`config.mk`:
```
export PLATFORM = sky130hd
export DESIGN_NAME = tis_run_ctl
export DESIGN_NICKNAME = d
export VERILOG_FILES = /design/src/rtl/tis_run_ctl.sv
export SDC_FILE = /design/constraint.sdc
export NUM_CORES = 1
export LEC_CHECK = 0
export BUFFER_PORTS_ARGS = -buffer_cell sky130_fd_sc_hd__buf_4
export CORE_MARGIN = 5
export CORE_UTILIZATION = 49
export CTS_BUF_LIST = sky130_fd_sc_hd__clkbuf_2 sky130_fd_sc_hd__clkbuf_4 sky130_fd_sc_hd__clkbuf_8
export DETAILED_ROUTE_END_ITERATION = 16
export PLACE_DENSITY = 0.77
export SLEW_MARGIN = 15
export SYNTH_ARGS = -nofsm -noshare
export SYNTH_HDL_FRONTEND = slang
export SYNTH_SLANG_ARGS = --single-unit
```
`constraint.sdc`:
```
create_clock -name clk -period 2.02 [get_ports clk]
set_input_delay 0 -clock clk [delete_from_list [all_inputs] [get_ports clk]]
set_output_delay 0 -clock clk [all_outputs]
set_load 0.05 [all_outputs]
```
`src/rtl/tis_run_ctl.sv`:
```
// Run/step/halt sequencer for the TIS core grid: button edges -> registered core_en/core_rst,
// executed-cycle counter, and deadlock stop when every core stays stalled for DEADLOCK_CYCLES.
module tis_run_ctl #(
    parameter int NCORES          = 12,
    parameter int DEADLOCK_CYCLES = 16,
    parameter int CNT_W           = 24
) (
    input  logic              clk,
    input  logic              rst,
    input  logic              run_btn,
    input  logic              step_btn,
    input  logic              halt_btn,
    input  logic              restart_btn,
    input  logic [NCORES-1:0] core_stall,
    output logic              core_en,
    output logic              core_rst,
    output logic [1:0]        state,
    output logic [CNT_W-1:0]  cycle_cnt,
    output logic              deadlock
);

    localparam int SW = $clog2(DEADLOCK_CYCLES);
    localparam logic [SW-1:0] STALL_LAST = SW'(DEADLOCK_CYCLES - 1);

    typedef enum logic [1:0] {
        HALTED     = 2'b00,
        RUNNING    = 2'b01,
        STEPPING   = 2'b10,
        DEADLOCKED = 2'b11
    } state_t;

    state_t        st;
    logic          run_q, step_q, halt_q, restart_q;
    logic [1:0]    rst_hold;
    logic [SW-1:0] stall_cnt;

    logic hold, run_req, step_req, halt_req, restart_req, stalled, dl_hit;

    // Requests are accepted again on the edge where rst_hold falls from 1 to 0,
    // which is the same edge that drops core_rst.
    always_comb begin
        hold        = rst_hold[1];
        run_req     = run_btn     & ~run_q     & ~hold;
        step_req    = step_btn    & ~step_q    & ~hold;
        halt_req    = halt_btn    & ~halt_q    & ~hold;
        restart_req = restart_btn & ~restart_q & ~hold;
        stalled     = core_en & (&core_stall);
        dl_hit      = stalled && (stall_cnt == STALL_LAST);
    end

    assign state = st;

    always_ff @(posedge clk) begin
        if (rst) begin
            run_q     <= 1'b1;
            step_q    <= 1'b1;
            halt_q    <= 1'b1;
            restart_q <= 1'b1;
            rst_hold  <= 2'd2;
            core_rst  <= 1'b1;
            core_en   <= 1'b0;
            st        <= HALTED;
            cycle_cnt <= '0;
            stall_cnt <= '0;
            deadlock  <= 1'b0;
        end else begin
            run_q     <= run_btn;
            step_q    <= step_btn;
            halt_q    <= halt_btn;
            restart_q <= restart_btn;
            if (restart_req) begin
                rst_hold  <= 2'd2;
                core_rst  <= 1'b1;
                core_en   <= 1'b0;
                st        <= HALTED;
                cycle_cnt <= '0;
                stall_cnt <= '0;
                deadlock  <= 1'b0;
            end else begin
                if (rst_hold != 2'd0)
                    rst_hold <= rst_hold - 2'd1;
                core_rst <= rst_hold[1];
                if (core_en && (cycle_cnt != {CNT_W{1'b1}}))
                    cycle_cnt <= cycle_cnt + 1'b1;
                stall_cnt <= stalled ? stall_cnt + 1'b1 : '0;
                case (st)
                    // A halt request outranks run/step even though it does nothing here.
                    HALTED: begin
                        if (!halt_req && step_req) begin
                            st      <= STEPPING;
                            core_en <= 1'b1;
                        end else if (!halt_req && run_req) begin
                            st      <= RUNNING;
                            core_en <= 1'b1;
                        end
                    end
                    RUNNING: begin
                        if (halt_req) begin
                            st      <= HALTED;
                            core_en <= 1'b0;
                        end else if (dl_hit) begin
                            st       <= DEADLOCKED;
                            core_en  <= 1'b0;
                            deadlock <= 1'b1;
                        end
                    end
                    STEPPING: begin
                        st      <= HALTED;
                        core_en <= 1'b0;
                    end
                    DEADLOCKED: begin
                        if (halt_req) begin
                            st       <= HALTED;
                            deadlock <= 1'b0;
                        end
                    end
                    default: begin
                        st      <= HALTED;
                        core_en <= 1'b0;
                    end
                endcase
            end
        end
    end

endmodule

```
==> reports/results.ini <==
[worst_setup_path]
cp_slowest_cell=or4_4
critical_path_buf_inv_count=1
rrSetupSlack_ns=0.11
critPathMaxFanout=7
r2r_cells=6
cp-end-kind=register
max_stage_delay_ns=0.59
rr_startpoint=cycle_cnt[10]$_SDFFE_PP0P_
critPathTopFamily=simple AND/OR/NAND/NOR gates
path_class=reg2reg
r2r_end=cycle_cnt[20]$_SDFFE_PP0P_
crit_chain=nand3_1 > or4_4 > buf_4 > nor4_1 > xnor2_1 > nor2_1
critPathArrivalTime_ns=2.08
required_ns=2.19
crit_path_start_kind=register

[finish]
area_growth_pct=37.42
antenna_cells=0
layout-drive-gt1-share_pct=34.77
final_cells=327
num-nets-final=302

[global_route]
antenna_found_initial=0
top_usage_layer=met2
use_met1_pct=22.74
grt_pass1_wl_um=7272
grt-ovfl-total=0
use_met3_pct=3.226
grtUsageTotal_pct=18.01
grt_start_max_net_pins=26
grt_pass1_vias=1615
grt_use_met2_pct=29.49

[worst_hold_path]
hold_depth=4
hp-class=in2reg
hold_path_startpoint=rst
holdPathEnd=rst_hold[1]$_SDFFE_PP1P_

[power]
switching_share_pct=29.06
p_leak_nw=1.030
p_sw_uw=576.1
seq_power_share_pct=44.2
pwr-share-comb_pct=21.8
p_clk_share_pct=34.0
vdd_drop_max_v=0.0005775
p_per_area_nw_per_um2=776.0
power.internal_mw=1.407

[synthesis]
synth_nets=237
synth_edf_count=0
synth_most_common_cell=dfxtp_1
synth_ff_type=dfxtp_1
synthTopCellsByArea=dfxtp_1, xnor2_1, nor2_1, ha_1, nand3_1
synth_cell_types=35
synth_area_sq_um=1859
ys_ff_latch=39
yosys_warnings=0
synthTopCellsByCount=dfxtp_1, nor2_1, xnor2_1
avgSynthCellArea_sq_um=8.729
synth_top_area_cell=dfxtp_1
netlist_instances=213
ys_seq_area_share_pct=41.99
async_flop_share_pct=0
yosysTopAreaCellShare_pct=41.99

[detailed_routing]
avgRoutedWirePerCell_um=13.64
vias_per_cell=5.263
firstDrtPassIters=4
drt_iter0_drc=103
drtAntennaViolNets=0
routed_wl_um=4460
vias=1721
drc_errors=0

[sta]
fin_crit_sh_pct=94.76
whs_ns=0.1066
finalWorstSetupSlack_ns=0.1058
setup_viol=0
clock.fmax_mhz=522.4
finalHoldViolCount=0
worst_pin_slew_ns=0.4971
layout_min_cycle_time_ns=1.914
drv_slew=0
fin_skew_ns=0.003182
slew_headroom_pct=66.86

[clocking]
post-cts-setup-buffers=0
clock-root-buffer=clkbuf_8
cts_tree=built
cts_max_level=2
path_clk_slew_ns=0.07
cts.sinks=39
clk_latency_ns=0.29
numCtsBuffers=5
clockBufferDepth=2

[floorplanning]
die-area_sq_um=5127
die_x_um=71.60
die_h_um=71.60
core_area_sq_um=3661
initial_utilization_pct=50.79
rows=22
io_pins=47

[placed_design]
portBuffers=46
dp_slack_ns=0.1140
dp_hpwl_um=3237
gp_congestion=0.8228
placed_cells=311

[outcome]
status=completed

[job]
maxCapViolCount=0

## worst max-delay path by stage
stage | to | start | cells past startpoint | slack, ns
CTS | cycle_cnt[20]$_SDFFE_PP0P_ | cycle_cnt[3]$_SDFFE_PP0P_ | 6 | 0.10
finish | cycle_cnt[20]$_SDFFE_PP0P_ | cycle_cnt[10]$_SDFFE_PP0P_ | 6 | 0.11
global placement | cycle_cnt[22]$_SDFFE_PP0P_ | cycle_cnt[6]$_SDFFE_PP0P_ | 5 | 0.19
detailed placement | cycle_cnt[20]$_SDFFE_PP0P_ | cycle_cnt[3]$_SDFFE_PP0P_ | 6 | 0.11
floorplan | cycle_cnt[22]$_SDFFE_PP0P_ | cycle_cnt[2]$_SDFFE_PP0P_ | 6 | -0.05
global route | cycle_cnt[22]$_SDFFE_PP0P_ | cycle_cnt[6]$_SDFFE_PP0P_ | 5 | -0.004
## sequential cells by signal, summed over array words and instances (netlist names), 2 cells and up
name and count:
cycle_cnt 24, rst_hold 2, stall_cnt 4, state 2
## metal layers
layer | up-vias | part of all wire, %
met5 | - | 0
met4 | 0 | 2.0
met3 | 8 | 5.1
met2 | 36 | 47
met1 | 785 | 46
li1 | 892 | -
## tightest hold or removal path, cell delays in order
cell	delay (ns)
buf_4	0.10
nor2_1	0.04
buf_4	0.17
nand2_1	0.06
## placed cells by master, fill, tap and decap left out, drive strengths merged, types with 2 or more instances in the layout
master,instances
buf,56
dfxtp,39
nor2,28
xnor2,20
nand2,16
nand3,14
nand4,11
a211oi,8
dlygate4sd3,8
nor4,8
inv,7
a21oi,6
ha,6
clkbuf,6
or2,5
nor3,5
and4,5
and3,4
xor2,4
o21ai,3
and2,2
o211ai,2
mux2i,2
or4,2
## final cells by class
class                   count  area [sq um]
clock inverters             2         35.03
repair buffers             64         500.5
well taps                  48         60.06
flip-flops and latches     39         809.5
fillers                   330          1106
clock buffers               6         82.58
multi-input cells         161          1041
inverters                   7         26.28
## logic make-up after synthesis
| family | after synthesis | synth area share (%) |
|---|---|---|
| flip-flops | 39 | 41.99 |
| XOR/XNOR | 24 | 11.31 |
| AO/OA/AOI/OAI | 24 | 8.681 |
| AND/OR/NAND/NOR | 104 | 29.61 |
| buffers and inverters | 13 | 2.692 |
| adder cells (fa/ha/maj) | 6 | 4.038 |
| multiplexers | 3 | 1.682 |
## stage by stage
| step | power (mW) | utilization, % | TNS [ns] | instance area, sq um |
|---|---|---|---|---|
| after detailed placement | 1.312 | 64.29 | 0 | 2354 |
| after floorplan | 1.179 | - | -0.05144 | 1897 |
| final | 1.983 | 69.79 | 0 | 2555 |
| after global routing | 2.069 | 69.79 | -0.003764 | 2555 |
| after CTS | 1.991 | 69.69 | 0 | 2551 |
| after global placement | 1.304 | 64.29 | 0 | 2354 |
## power by group through the flow
stage / clock [mW] / combinational (mW) / sequential (mW)
after floorplan: 0 / 0.198 / 0.981
after global placement: 0 / 0.413 / 0.891
after detailed placement: 0 / 0.420 / 0.891
after CTS: 0.682 / 0.434 / 0.874
after global routing: 0.710 / 0.475 / 0.884
final: 0.673 / 0.432 / 0.877
## what timing repair did
item | in CTS | in global routing
endpoints found under the hold margin | 4 | 0
setup endpoints to repair | 0 | 2
resized for setup | 0 | 1
hold buffers | 8 | 0
(Power assumes the default switching activity.)
